### config.mk
export PLATFORM = sky130hd
export DESIGN_NAME = nic_if_ctrl
export DESIGN_NICKNAME = d
export VERILOG_FILES = /design/src/rtl/nic_pkg.sv /design/src/rtl/nic_fifo.sv /design/src/rtl/nic_if_ctrl.sv
export SDC_FILE = /design/constraint.sdc
export NUM_CORES = 1
export LEC_CHECK = 0
export ABC_CLOCK_PERIOD_IN_PS = 5560
export CAP_MARGIN = 20
export CORE_UTILIZATION = 49
export DETAILED_ROUTE_END_ITERATION = 6
export PLACE_DENSITY = 0.78
export SKIP_CTS_REPAIR_TIMING = 1
export SYNTH_ARGS = -nofsm -noshare
export SYNTH_HDL_FRONTEND = slang
export SYNTH_SLANG_ARGS = --single-unit
### constraint.sdc
create_clock -name clk -period 5.56 [get_ports clk]
set_input_delay 0.556 -clock clk [delete_from_list [all_inputs] [get_ports clk]]
set_output_delay 0.556 -clock clk [all_outputs]
set_load 0.02 [all_outputs]
### src/rtl/nic_pkg.sv
// rtl/nic_pkg.sv - shared constants for the NIC interface controller
package nic_pkg;

    localparam int NIC_DATA_WIDTH = 64;

    // Register select codes driven on addr by the processor
    localparam logic [1:0] NIC_IN_DATA  = 2'b00;
    localparam logic [1:0] NIC_IN_STAT  = 2'b01;
    localparam logic [1:0] NIC_OUT_DATA = 2'b10;
    localparam logic [1:0] NIC_OUT_STAT = 2'b11;

    // Status bit positions in [0:63] ordering (bit 0 is the MSB)
    localparam int NIC_NOT_EMPTY_BIT = 63;
    localparam int NIC_FULL_BIT      = 63;
    localparam int NIC_STICKY_BIT    = 62;

endpackage

### src/rtl/nic_fifo.sv
// rtl/nic_fifo.sv - strictly in-order channel FIFO with head look-ahead
module nic_fifo #(
    parameter int DEPTH      = 2,
    parameter int DATA_WIDTH = 64,
    parameter int PTR_W      = $clog2(DEPTH)
) (
    input  logic                  clk,
    input  logic                  reset,
    input  logic                  push,
    input  logic [0:DATA_WIDTH-1] pushData,
    input  logic                  pop,
    output logic [0:DATA_WIDTH-1] head,
    output logic                  full,
    output logic                  empty
);

    logic [0:DATA_WIDTH-1] mem [DEPTH];
    logic [PTR_W-1:0]      wrPtr;
    logic [PTR_W-1:0]      rdPtr;
    logic [PTR_W:0]        count;
    logic                  doPush;
    logic                  doPop;

    assign full   = (count == (PTR_W+1)'(DEPTH));
    assign empty  = (count == '0);
    assign doPush = push && !full;
    assign doPop  = pop && !empty;
    assign head   = empty ? '0 : mem[rdPtr];

    // Pointers wrap naturally because DEPTH is a power of two
    always_ff @(posedge clk or negedge reset) begin
        if (!reset) begin
            wrPtr <= '0;
            rdPtr <= '0;
            count <= '0;
        end else begin
            if (doPush) wrPtr <= wrPtr + 1'b1;
            if (doPop)  rdPtr <= rdPtr + 1'b1;
            case ({doPush, doPop})
                2'b10:   count <= count + 1'b1;
                2'b01:   count <= count - 1'b1;
                default: count <= count;
            endcase
        end
    end

    // Storage needs no reset; occupancy is tracked by count
    always_ff @(posedge clk) begin
        if (doPush) mem[wrPtr] <= pushData;
    end

endmodule

### src/rtl/nic_if_ctrl.sv
// rtl/nic_if_ctrl.sv - processor register interface and router handshakes
module nic_if_ctrl
    import nic_pkg::*;
#(
    parameter int DATA_WIDTH = NIC_DATA_WIDTH,
    parameter int DEPTH      = 2,
    parameter int PTR_W      = $clog2(DEPTH)
) (
    input  logic                  clk,
    input  logic                  reset,
    input  logic [0:1]            addr,
    input  logic [0:DATA_WIDTH-1] d_in,
    output logic [0:DATA_WIDTH-1] d_out,
    input  logic                  nicEn,
    input  logic                  nicEnWr,
    input  logic                  net_si,
    output logic                  net_ri,
    input  logic [0:DATA_WIDTH-1] net_di,
    output logic                  net_so,
    input  logic                  net_ro,
    output logic [0:DATA_WIDTH-1] net_do,
    input  logic                  net_polarity
);

    logic                  rdEn;
    logic                  wrEn;
    logic                  inPop;
    logic                  inPush;
    logic                  inStatRd;
    logic                  outStatRd;
    logic                  outWr;
    logic                  outPop;
    logic                  inOvfSet;
    logic                  outDropSet;
    logic                  inOvf;
    logic                  outDrop;
    logic                  inFull;
    logic                  inEmpty;
    logic                  outFull;
    logic                  outEmpty;
    logic [0:DATA_WIDTH-1] inHead;
    logic [0:DATA_WIDTH-1] outHead;

    assign rdEn      = nicEn && !nicEnWr;
    assign wrEn      = nicEn && nicEnWr;
    assign inPop     = rdEn && (addr == NIC_IN_DATA);
    assign inStatRd  = rdEn && (addr == NIC_IN_STAT);
    assign outStatRd = rdEn && (addr == NIC_OUT_STAT);
    assign outWr     = wrEn && (addr == NIC_OUT_DATA);

    // Ready reflects current occupancy only; a same-cycle pop does not raise it
    assign net_ri    = reset && !inFull;
    assign inPush    = net_si && net_ri;
    assign inOvfSet  = net_si && !net_ri;

    // Fullness is sampled before this edge, so a same-cycle drain does not rescue a write
    assign outDropSet = outWr && outFull;

    // Injection only when the router phase matches the packet's VC bit
    assign net_so = !outEmpty && (net_polarity == outHead[0]);
    assign net_do = net_so ? outHead : '0;
    assign outPop = net_so && net_ro;

    nic_fifo #(
        .DEPTH      (DEPTH),
        .DATA_WIDTH (DATA_WIDTH),
        .PTR_W      (PTR_W)
    ) inFifo (
        .clk      (clk),
        .reset    (reset),
        .push     (inPush),
        .pushData (net_di),
        .pop      (inPop),
        .head     (inHead),
        .full     (inFull),
        .empty    (inEmpty)
    );

    nic_fifo #(
        .DEPTH      (DEPTH),
        .DATA_WIDTH (DATA_WIDTH),
        .PTR_W      (PTR_W)
    ) outFifo (
        .clk      (clk),
        .reset    (reset),
        .push     (outWr),
        .pushData (d_in),
        .pop      (outPop),
        .head     (outHead),
        .full     (outFull),
        .empty    (outEmpty)
    );

    // Sticky flags: a same-cycle set beats the clear-on-read
    always_ff @(posedge clk or negedge reset) begin
        if (!reset) begin
            inOvf   <= 1'b0;
            outDrop <= 1'b0;
        end else begin
            if (inOvfSet)      inOvf <= 1'b1;
            else if (inStatRd) inOvf <= 1'b0;
            if (outDropSet)     outDrop <= 1'b1;
            else if (outStatRd) outDrop <= 1'b0;
        end
    end

    // Combinational register read mux, zero whenever no read is in progress
    always_comb begin
        d_out = '0;
        if (rdEn) begin
            case (addr)
                NIC_IN_DATA: d_out = inHead;
                NIC_IN_STAT: begin
                    d_out[NIC_NOT_EMPTY_BIT] = !inEmpty;
                    d_out[NIC_STICKY_BIT]    = inOvf;
                end
                NIC_OUT_STAT: begin
                    d_out[NIC_FULL_BIT]   = outFull;
                    d_out[NIC_STICKY_BIT] = outDrop;
                end
                default: d_out = '0;
            endcase
        end
    end

endmodule

==> impl_metrics.tcl, run 1 <==
set metrics [dict create \
    die_y_um 150 \
    hpwl_mm 14.4 \
    slew_violations 0 \
    worst_ep_required_time_ps 5000 \
    cts_tree "done" \
    timing.fmax_ghz 0.258 \
    layout.nets 1022 \
    rows 53 \
    outcome "finished clean" \
    skew_ps 18.9 \
    ant_nets 0 \
    yosysTopAreaCellShare_pct 71.4 \
    ys_seq_area_share_pct 73.7 \
    synth_edf_count 256 \
    power.density_cell_area_nw_per_um2 417 \
    peakVddDrop_uv 388 \
    die_area_um2 22600 \
    grt_max_degree 65 \
    stdcell_count 1177 \
    relSlewSlack_pct 28.7 \
    worstSkewPairLatency_ps 530 \
    grt_usage_pct 19.0 \
    drc 0 \
    post-place-cells 1127 \
    core_um2 21300 \
    grt_pass1_vias 6135 \
    layout-drive-gt1-share_pct 13.2 \
    finalPower_mw 6.08 \
    fin_area_um2 14600 \
    worst_ep_arrival_time_ps 3320 \
    io-pin-count 267 \
    crit_chain "clkdlybuf4s50_1, nand2b_1, or4_4, buf_4, nor2_4, clkdlybuf4s50_1" \
    synthArstFlopShare_pct 3.76 \
    tns_ps 0 \
    numCtsBuffers 28 \
    report.final.hold_viol_count 0 \
    wl_mm 21.4 \
    period_needed_ps 3880 \
    port_buffers 266 \
    period_share_pct 69.7 \
    path_common_cell "clkdlybuf4s50_1" \
    cts_buffer_depth 3 \
    first_iter_violations 190 \
    ff2ff_setup_slack_ps 2870 \
    clk_pin_slew_ps 60 \
    clock_sinks 266 \
    place_congestion 0.754 \
    grt_pass1_wl_mm 32.7 \
    dr.pass1.iters 7 \
    min_path_type "input pin to asynchronous set/reset pin" \
    grt-ovfl-total 0 \
    yosys.area.top_type "edfxtp_1" \
    yosysUniqueCellTypes 35 \
    ys.flop_type "edfxtp_1" \
    synth_seq_cells 266 \
    end_kind "output port" \
    start_util_pct 50.6 \
    syn_to_final_growth_pct 35.3 \
    synth_area_per_cell_um2 17.8 \
    ys_warn_count 0 \
    setup_viol_count_final 0 \
    cp_slowest_stage_delay_ps 850 \
    p_leak_nw 4.97 \
    dpl_cell_area_um2 13600 \
    synthTopCellsByArea "edfxtp_1, mux2i_1, nor2_4" \
    wire_per_inst_um 18.2 \
    cp_slowest_cell "or4_4" \
    fin_hold_ws_ps 364 \
    netlist_area_um2 10800 \
    crit_path_start_kind "input pin" \
    r2r_end "outFifo.mem[0][26]$_DFFE_PP_" \
    postSynthCellCount 605 \
    fp.dieW_um 150 \
    crit_path_max_fanout 33 \
    reg2reg_depth 4 \
    grt_setup_unrepaired "false" \
    vias_per_cell 5.03 \
    synth_nets 744 \
    crit_family "buffers and inverters" \
    h-tree-depth 1 \
    worst_r2r_startpoint "outFifo.count[1]$_DFFE_PN0P_" \
    grt_antenna_before_repair 0 \
    vias 5921 \
    root_buffer "clkbuf_16" \
    tightestPinTransition_ps 1070 \
    drv_cap 0 \
    crit_buf_inv 3 \
    path_class "input pin to output port" \
]
## state kept, by name (all words and copies together) (netlist names)
signal         count
inFifo.rdPtr       1
inOvf              1
inFifo.mem       128
outFifo.wrPtr      1
outFifo.count      2
outDrop            1
outFifo.mem      128
inFifo.count       2
inFifo.wrPtr       1
outFifo.rdPtr      1
## cells in the mapped netlist, types with 2 or more instances
| cell type | number |
|---|---|
| edfxtp_1 | 256 |
| mux2i_1 | 128 |
| nor2_1 | 74 |
| nor2_4 | 59 |
| dfrtp_1 | 10 |
| buf_4 | 9 |
| xnor2_1 | 9 |
| buf_2 | 8 |
| buf_12 | 6 |
| buf_1 | 5 |
| inv_1 | 5 |
| o21ai_0 | 4 |
| xor2_1 | 3 |
| clkbuf_1 | 2 |
| ha_1 | 2 |
| mux2_2 | 2 |
| nand2_1 | 2 |
| nand3_1 | 2 |
| o31ai_1 | 2 |
| or3_1 | 2 |
## cell families (layout without fill, tap and decap cells)
group | after synthesis | after routing | share of synthesized area, %
adders and majority gates | 2 | 2 | 0.232
other | 0 | 1 | 0
DFF | 266 | 266 | 73.7
xor gates and xnor gates | 12 | 12 | 0.976
and+or+nand+nor | 145 | 145 | 9.47
muxes | 130 | 130 | 12.1
buffers and inverters | 37 | 333 | 2.67
AOI/OAI and AO/OA | 13 | 13 | 0.814
## cell usage in the layout, fill, tap and decap left out, types with 5 or more instances in the layout
master           count
nor2_1              71
nor2_4              62
mux2i_1            128
inv_1                5
edfxtp_1           256
dfrtp_1              8
clkdlybuf4s50_1    266
buf_4               12
xnor2_1              9
clkbuf_1             8
clkbuf_16           29
## how the worst max path moves through the flow
stage | start | end | cells past startpoint
after global placement | addr[0] | d_out[38] | 5
after floorplan | addr[0] | outFifo.mem[0][0]$_DFFE_PP_ | 5
after detailed placement | nicEn | d_out[30] | 6
after global routing | outFifo.rdPtr$_DFFE_PN0P_ | net_do[22] | 5
final | nicEn | d_out[30] | 6
after CTS | nicEn | d_out[30] | 6
## power by group
| part | leakage (nW) | switching, mW | internal (mW) |
|---|---|---|---|
| clock network | 0.440 | 0.695 | 1.13 |
| logic | 2.09 | 0.931 | 0.770 |
| registers | 2.43 | 0.151 | 2.40 |
## stage by stage
step / worst slack, ps / util (%)
floorplan: 1060 / -
global placement: 1730 / 64.0
detailed placement: 1680 / 64.0
CTS: 1670 / 68.3
global route: 1510 / 68.4
finish: 1680 / 68.4
## area by class of cell
type	count	area [µm²]
sequential	266	7950
timing repair buffer	279	2770
tap	275	344
multi-input combinational	302	2560
fill	1410	6720
clock inverter	11	158
clock buffer	37	756
inverter	6	22.5
antenna	1	2.50
## metal layers
layer	global-route usage, %	vias to the layer above	share of wire, %
met5	0	-	0
met4	4.85	0	2.1
met2	31.0	243	47
met3	7.45	31	11
met1	23.7	2835	40
li1	-	2812	-
Note: power is estimated with default switching activity, not from simulation.
==> inputs of run 2 (changes only) <==
- ABC_CLOCK_PERIOD_IN_PS: 5560 -> 3850
- clock period: 5.56 -> 3.85 ns (I/O delays scaled with it)
==> run 2 against run 1 <==
Worst setup slack worse by 1200 ps; flip-flop and latch count stayed put; power is 42% higher; clock-buffer cell count stayed put; critical path depth is 1 lower; combinational power is 51% higher; final area is 0.13% lower; sequential power is 41% higher; wire length is 1.6% lower; die area stayed put; first-iteration DRC count is 21% higher.
==> impl_metrics.tcl, run 2 (synthesis gave the netlist of run 1 again) <==
set metrics [dict create \
    drv_cap 0 \
    crit_path_max_fanout 44 \
    final_cell_mix "clkdlybuf4s50_1, edfxtp_1, mux2i_1, nor2_1, nor2_4" \
    io-pin-count 267 \
    timing.fmax_ghz 0.298 \
    outcome "finished clean" \
    ff2ff_setup_slack_ps 1640 \
    grt_util_met3_pct 7.24 \
    grt_antenna_before_repair 0 \
    grt_usage_pct 18.4 \
    final_common_cell "clkdlybuf4s50_1" \
    post-place-cells 1124 \
    die_area_um2 22600 \
    path_class "flop to output port" \
    syn_to_final_growth_pct 35.1 \
    worst_ep_arrival_time_ps 2970 \
    first_iter_violations 229 \
    numCtsBuffers 27 \
    grt_pass1_vias 5999 \
    grt-ovfl-total 0 \
    stdcell_count 1175 \
    reg2reg_depth 4 \
    fp.dieW_um 150 \
    start_util_pct 50.6 \
    relSlewSlack_pct 25.9 \
    tightestPinTransition_ps 1110 \
    vias 5897 \
    hpwl_mm 13.5 \
    worst_ep_required_time_ps 3460 \
    drc 0 \
    fillCellCount 1422 \
    grt_max_degree 66 \
    h-tree-depth 1 \
    slew_violations 0 \
    min_path_type "input pin to asynchronous set/reset pin" \
    port_buffers 266 \
    wl_mm 21.0 \
    finalPower_mw 8.62 \
    period_needed_ps 3360 \
    grt_pass1_wl_mm 31.7 \
    place_congestion 0.761 \
    rows 53 \
    peakVddDrop_uv 581 \
    setup_viol_count_final 0 \
    layout-drive-gt1-share_pct 12.8 \
    worstSkewPairLatency_ps 530 \
    report.final.hold_viol_count 0 \
    p_leak_nw 4.94 \
    clk_pin_slew_ps 60 \
    r2r_end "outFifo.mem[1][40]$_DFFE_PP_" \
    power.density_cell_area_nw_per_um2 593 \
    grt_setup_unrepaired "false" \
    layout.nets 1017 \
    skew_ps 16.2 \
    core_um2 21300 \
    period_share_pct 87.3 \
    root_buffer "clkbuf_16" \
    wire_per_inst_um 17.9 \
    crit_path_start_kind "flop" \
    busiest_layer "met2" \
    die_y_um 150 \
    cts_buffer_depth 3 \
    ant_nets 0 \
    grt_util_met1_pct 22.6 \
    worst_r2r_startpoint "outFifo.count[1]$_DFFE_PN0P_" \
    dr.pass1.iters 4 \
    reg_top3 "inFifo.mem (128), outFifo.mem (128)" \
    vias_per_cell 5.02 \
    cts_tree "done" \
    end_kind "output port" \
    clock_sinks 266 \
    use_met2_pct 30.1 \
]
-- run 2: where the power goes --
part	leakage, nW	total, mW	internal (mW)	switching [mW]
Clock	0.414	2.47	1.46	1.01
Combinational	2.10	2.56	1.14	1.43
Sequential	2.43	3.59	3.46	0.125
Total	4.94	8.62	6.06	2.56
-- run 2: layout make-up --
cell class | instances | area, µm² | area share (%)
Antenna cell | 1 | 2.50 | 0.0172
Multi-Input combinational cell | 302 | 2560 | 17.6
Tap cell | 275 | 344 | 2.37
Clock buffer | 37 | 733 | 5.04
Clock inverter | 13 | 116 | 0.800
Sequential cell | 266 | 7950 | 54.6
Timing Repair Buffer | 275 | 2820 | 19.4
Inverter | 6 | 22.5 | 0.155
-- run 2: how the worst max path moves through the flow --
stage / startpoint / endpoint / slack [ps] / depth (start not counted)
4_1_cts: outFifo.rdPtr$_DFFE_PN0P_ / net_do[41] / 440 / 5
5_1_grt: outFifo.rdPtr$_DFFE_PN0P_ / net_do[41] / 360 / 5
6_report: outFifo.rdPtr$_DFFE_PN0P_ / net_do[19] / 490 / 5
2_1_floorplan: outFifo.count[1]$_DFFE_PN0P_ / outFifo.mem[0][0]$_DFFE_PP_ / -510 / 4
3_5_place_dp: addr[0] / d_out[7] / 710 / 5
3_3_place_gp: addr[0] / d_out[6] / 760 / 5
-- run 2: metrics by stage --
stage / TNS (ps) / hold slack (ps) / area (µm²) / setup WS, ps / utilization (%)
CTS: 0 / 149 / 14500 / 441 / 68.3
floorplan: -64670 / 89.4 / 10800 / -505 / -
finish: 0 / 161 / 14500 / 491 / 68.3
global route: 0 / 164 / 14500 / 364 / 68.3
detailed placement: 0 / 511 / 13700 / 710 / 64.3
global placement: 0 / 493 / 13700 / 763 / 64.3
-- run 2: metal layers --
metal / wire (µm) / vias to the layer above
li1: - / 2800
met1: 8460 / 2828
met2: 9960 / 241
met3: 2210 / 28
met4: 408 / 0
met5: 0 / -
-- run 2: critical path, cell delays in order, from the launching register on --
cell             delay (ps)
dfrtp_4                 480
mux2i_1                 290
mux2_2                  570
buf_12                  260
nor2_1                  200
clkdlybuf4s50_1         640
